==> config.mk <==
export PLATFORM = sky130hd
export DESIGN_NAME = systolic_acc_drain
export DESIGN_NICKNAME = d
export VERILOG_FILES = /design/src/rtl/systolic_acc_drain.sv
export SDC_FILE = /design/constraint.sdc
export NUM_CORES = 1
export LEC_CHECK = 0
export BUFFER_PORTS_ARGS = -buffer_cell sky130_fd_sc_hd__buf_2
export CORE_AREA = 2 2 217 219
export DETAILED_ROUTE_END_ITERATION = 12
export DIE_AREA = 0 0 219 221
export PLACE_DENSITY = 0.71
export SLEW_MARGIN = 0
export SYNTH_ARGS = -nofsm -noshare
export SYNTH_HDL_FRONTEND = slang
export SYNTH_SLANG_ARGS = --single-unit
export TNS_END_PERCENT = 30
==> constraint.sdc <==
create_clock -name clk -period 28 [get_ports clk]
set_input_delay 4.2 -clock clk [delete_from_list [all_inputs] [get_ports clk]]
set_output_delay 4.2 -clock clk [all_outputs]
set_load 0.005 [all_outputs]
==> src/rtl/systolic_acc_drain.sv <==
// Drains a ROWS x COLS systolic accumulator grid: snapshot on start, clear the array, stream row-major.
// Optional DRAIN_REQUANT_EN: shift by REQ_SHIFT and saturate each element to signed 8 bits on the output path.
module systolic_acc_drain #(
    parameter int ROWS      = 4,
    parameter int COLS      = 4,
    parameter int ACC_WIDTH = 32,
    parameter int REQ_SHIFT = 0
) (
    input  logic                           clk,
    input  logic                           rst,
    input  logic                           start,
    input  logic [ROWS*COLS*ACC_WIDTH-1:0] acc_in,
    output logic                           acc_clr,
    output logic                           busy,
    output logic                           out_valid,
    input  logic                           out_ready,
    output logic [ACC_WIDTH-1:0]           out_data,
    output logic [((ROWS > 1) ? $clog2(ROWS) : 1)-1:0] out_row,
    output logic [((COLS > 1) ? $clog2(COLS) : 1)-1:0] out_col,
    output logic                           out_last,
    output logic                           done
);

    localparam int N  = ROWS * COLS;
    localparam int RW = (ROWS > 1) ? $clog2(ROWS) : 1;
    localparam int CW = (COLS > 1) ? $clog2(COLS) : 1;
    localparam int IW = (N > 1) ? $clog2(N) : 1;

    localparam logic [RW-1:0] ROW_MAX = RW'(ROWS - 1);
    localparam logic [CW-1:0] COL_MAX = CW'(COLS - 1);

    localparam logic [1:0] ST_IDLE   = 2'd0;
    localparam logic [1:0] ST_STREAM = 2'd1;
    localparam logic [1:0] ST_FINISH = 2'd2;

    if (REQ_SHIFT < 0 || REQ_SHIFT >= ACC_WIDTH) begin : g_bad_shift
        $error("REQ_SHIFT must lie in [0, ACC_WIDTH-1]");
    end

    logic [1:0]           state_q, state_d;
    logic [RW-1:0]        row_q, row_d;
    logic [CW-1:0]        col_q, col_d;
    logic                 acc_clr_q, acc_clr_d;
    logic [ACC_WIDTH-1:0] snap_q [N];
    logic [ACC_WIDTH-1:0] snap_d [N];

    logic                 take_start;
    logic                 at_last;
    logic                 hs;
    logic [IW-1:0]        sel;
    logic [ACC_WIDTH-1:0] elem;
    logic [ACC_WIDTH-1:0] data_fmt;

    assign take_start = (state_q == ST_IDLE) && start;
    assign at_last    = (row_q == ROW_MAX) && (col_q == COL_MAX);
    assign hs         = out_valid && out_ready;

    always_comb begin
        state_d   = state_q;
        row_d     = row_q;
        col_d     = col_q;
        acc_clr_d = 1'b0;
        snap_d    = snap_q;
        case (state_q)
            ST_IDLE: begin
                if (start) begin
                    state_d   = ST_STREAM;
                    row_d     = '0;
                    col_d     = '0;
                    acc_clr_d = 1'b1;
                    for (int i = 0; i < N; i++) begin
                        snap_d[i] = acc_in[i*ACC_WIDTH +: ACC_WIDTH];
                    end
                end
            end
            ST_STREAM: begin
                if (hs) begin
                    if (at_last) begin
                        // Counters park at zero so idle index outputs read 0.
                        state_d = ST_FINISH;
                        row_d   = '0;
                        col_d   = '0;
                    end else if (col_q == COL_MAX) begin
                        col_d = '0;
                        row_d = row_q + 1'b1;
                    end else begin
                        col_d = col_q + 1'b1;
                    end
                end
            end
            ST_FINISH: begin
                state_d = ST_IDLE;
            end
            default: begin
                state_d = ST_IDLE;
                row_d   = '0;
                col_d   = '0;
            end
        endcase
    end

    always_ff @(posedge clk) begin
        if (rst) begin
            state_q   <= ST_IDLE;
            row_q     <= '0;
            col_q     <= '0;
            acc_clr_q <= 1'b0;
        end else begin
            state_q   <= state_d;
            row_q     <= row_d;
            col_q     <= col_d;
            acc_clr_q <= acc_clr_d;
        end
    end

    // Snapshot buffer is deliberately not reset; it is only read while streaming.
    always_ff @(posedge clk) begin
        snap_q <= snap_d;
    end

    assign sel  = IW'(32'(row_q) * 32'(COLS) + 32'(col_q));
    assign elem = snap_q[sel];

`ifdef DRAIN_REQUANT_EN
    localparam logic signed [ACC_WIDTH-1:0] SAT_MAX = ACC_WIDTH'(127);
    localparam logic signed [ACC_WIDTH-1:0] SAT_MIN = ACC_WIDTH'(-128);

    logic signed [ACC_WIDTH-1:0] shifted;

    always_comb begin
        shifted = $signed(elem) >>> REQ_SHIFT;
        if (shifted > SAT_MAX) begin
            data_fmt = SAT_MAX;
        end else if (shifted < SAT_MIN) begin
            data_fmt = SAT_MIN;
        end else begin
            data_fmt = shifted;
        end
    end
`else
    assign data_fmt = elem;
`endif

    assign acc_clr   = acc_clr_q;
    assign busy      = (state_q != ST_IDLE);
    assign out_valid = (state_q == ST_STREAM);
    assign done      = (state_q == ST_FINISH);
    assign out_last  = out_valid && at_last;
    assign out_row   = row_q;
    assign out_col   = col_q;
    assign out_data  = out_valid ? data_fmt : '0;

    logic unused_take_start;
    assign unused_take_start = take_start;

endmodule

==> results.json <==
{
  "status": "finished clean",
  "synthesis.nets": 1615,
  "antenna_found_initial": 28,
  "path_clk_slew_ns": 0.06,
  "cts_inserted_buffers": 54,
  "vias_per_cell": 5.229,
  "synth_top_area_share_pct": 76.25,
  "drv_slew": 0,
  "p_per_area_nw_per_um2": 67.82,
  "grt_pass1_wl_um": 77990,
  "rsz0062_at_grt": "false",
  "overflow": 0,
  "critPathCaptureType": "primary output",
  "power.clock.fraction_pct": 39.2,
  "hold_path.class": "flop to flop",
  "core_um2": 46060,
  "clock.fmax_mhz": 117.0,
  "wl_per_cell_um": 23.82,
  "num_vias": 12200,
  "dieArea_um2": 48400,
  "worst_setup_path_start_kind": "flop",
  "maxSlewHeadroom_pct": 23.04,
  "grt_max_degree": 113,
  "p_leak_nw": 9.216,
  "drt_iter0_drc": 812,
  "setup_viol": 0,
  "cts_tree": "built",
  "postLayoutCoreUtil_pct": 54.45,
  "h-tree-depth": 2,
  "netSwitchingPower_mw": 0.3648,
  "holdBufCountCts": 0,
  "clockBufferDepth": 3,
  "sequentialPowerShare_pct": 54.1,
  "ys_seq_elements": 519,
  "ys_warn_count": 0,
  "rr_startpoint": "state_q[0]$_SDFFE_PP0P_",
  "drcViolationCount": 0,
  "hold_viol": 0,
  "nNetsFinal": 2180,
  "worstRegToRegCells": 5,
  "finalCriticalPeriod_ns": 8.545,
  "io_buffers": 556,
  "die_h_um": 221,
  "io_pins": 557,
  "yosysSeqAreaShare_pct": 76.95,
  "p_sw_share_pct": 21.45,
  "finClkSkew_ns": 0.01149,
  "dr.pass1.iters": 5,
  "max_cap_violations": 0,
  "drive_above_1_share_pct": 38.18,
  "routed_wl_um": 55550,
  "netlist_top_cells_area": "edfxtp_1 76%, mux2i_1 13%, a22oi_1 4.8%",
  "final_cell_mix": "556 x buf_2, 512 x edfxtp_1, 256 x mux2i_1",
  "final_common_cell": "buf_2",
  "cts.sinks": 519,
  "max-vdd-ir-drop_v": 0.00005900,
  "grtUsageTotal_pct": 22.28,
  "crit_arrival_ns": 4.34,
  "worstSetupPathType": "flop to primary output",
  "syn-cell-area_um2": 20160,
  "cts_setup_buffers": 0,
  "dp_hpwl_um": 39030,
  "row_count": 79,
  "finalSetupTns_ns": 0,
  "postSynthCellCount": 1097,
  "crit_path_start": "out_col[0]$_SDFFE_PP0P_",
  "finalWeightedCongestion": 0.9165,
  "clock_latency_ns": 0.59,
  "worstMarginPinSlew_ns": 1.154,
  "cp_max_fo": 59,
  "synth_top_area_cell": "edfxtp_1",
  "cp.required_ns": 23.80,
  "cts_resized": 0,
  "p_int_mw": 1.336,
  "grt_pass1_vias": 12940,
  "syn_avg_cell_area_um2": 18.38,
  "synthDistinctLibCells": 31,
  "antenna_left": 0,
  "hold_depth": 1,
  "pwr-share-comb_pct": 6.8,
  "cts_root_buf": "clkbuf_16",
  "areaGrowthSynthToFinish_pct": 24.40,
  "hold_start": "state_q[1]$_SDFFE_PP0P_",
  "start_util_pct": 43.77,
  "die_x_um": 219,
  "min_period_over_period_pct": 30.52
}
## flip-flops by register name, indices dropped and copies added, names as in the netlist
| name | flops |
|---|---|
| state_q | 2 |
| snap_q | 512 |
| out_row | 2 |
| out_col | 2 |
| acc_clr | 1 |
## kinds of logic after synthesis
family | count (synthesis) | synth area share [%]
DFF | 519 | 76.95
muxes | 256 | 12.71
AOI/OAI and AO/OA | 167 | 5.802
and+or+nand+nor | 89 | 2.029
buffers and inverters | 64 | 2.389
adders and majority gates | 2 | 0.1241
## cell type report
cell class / instances / area [um^2]
tap: 607 / 759.5
antenna: 20 / 50.05
clock inverter: 30 / 207.7
multi-input combinational: 514 / 4203
clock buffer: 69 / 1429
timing repair buffer: 571 / 2908
sequential: 519 / 15520
inverter: 2 / 7.507
fill: 3706 / 20980
## through the flow
| stage | hold slack (ns) | instances | instance area (um^2) | setup slack, ns | power [mW] |
|---|---|---|---|---|---|
| global placement | 0.4735 | 2213 | 23400 | 19.63 | 1.047 |
| detailed placement | 0.4946 | 2213 | 23400 | 19.46 | 1.052 |
| finish | 0.5122 | 2332 | 25080 | 19.46 | 1.701 |
| CTS | 0.5061 | 2312 | 25030 | 19.40 | 1.716 |
| global route | 0.5418 | 2329 | 25080 | 19.22 | 1.760 |
| floorplan | 0.4408 | 1097 | 20160 | 1.355 | 1.023 |
## power groups by stage
stage / registers (mW) / logic (mW) / clock network [mW]
2_1_floorplan: 0.964 / 0.0582 / 0
3_3_place_gp: 0.934 / 0.113 / 0
3_5_place_dp: 0.936 / 0.116 / 0
4_1_cts: 0.920 / 0.117 / 0.679
5_1_grt: 0.922 / 0.125 / 0.713
6_report: 0.920 / 0.115 / 0.666
## path summary, 6_finish.rpt
kind	endpoint	slack (ns)
min	state_q[0]$_SDFFE_PP0P_	0.51
max	out_data[20]	19.46
min reg2reg	state_q[0]$_SDFFE_PP0P_	0.51
max reg2reg	snap_q[210]$_DFFE_PP_	23.16
## cell usage after synthesis (all sizes together)
library cell	number
a21oi	2
a22oi	128
a32oi	2
and2	1
and3	1
buf	53
clkbuf	9
dfxtp	7
edfxtp	512
ha	2
inv	2
mux2i	256
nand2	37
nand2b	1
nand3	33
nand4	1
nor2	6
nor2b	4
nor3	2
nor3b	1
o21ai	32
o22ai	2
o2bb2ai	1
or2	1
or3	1
## layer usage
| metal | vias to the layer above | global-route usage (%) | wire, um |
|---|---|---|---|
| met2 | 544 | 38.88 | 28460 |
| met3 | 125 | 6.887 | 4751 |
| li1 | 5581 | - | - |
| met1 | 5927 | 24.14 | 19590 |
| met5 | - | 0 | 117 |
| met4 | 18 | 11.73 | 2641 |
## critical path, cell delays in order, from the launching register on
cell and delay, ns:
dfxtp_4 0.92, buf_4 0.88, buf_4 0.71, mux2i_1 0.17, a22oi_1 0.21, nand2_1 0.09
o21ai_1 0.39, buf_2 0.20
(Power assumes the default switching activity.)
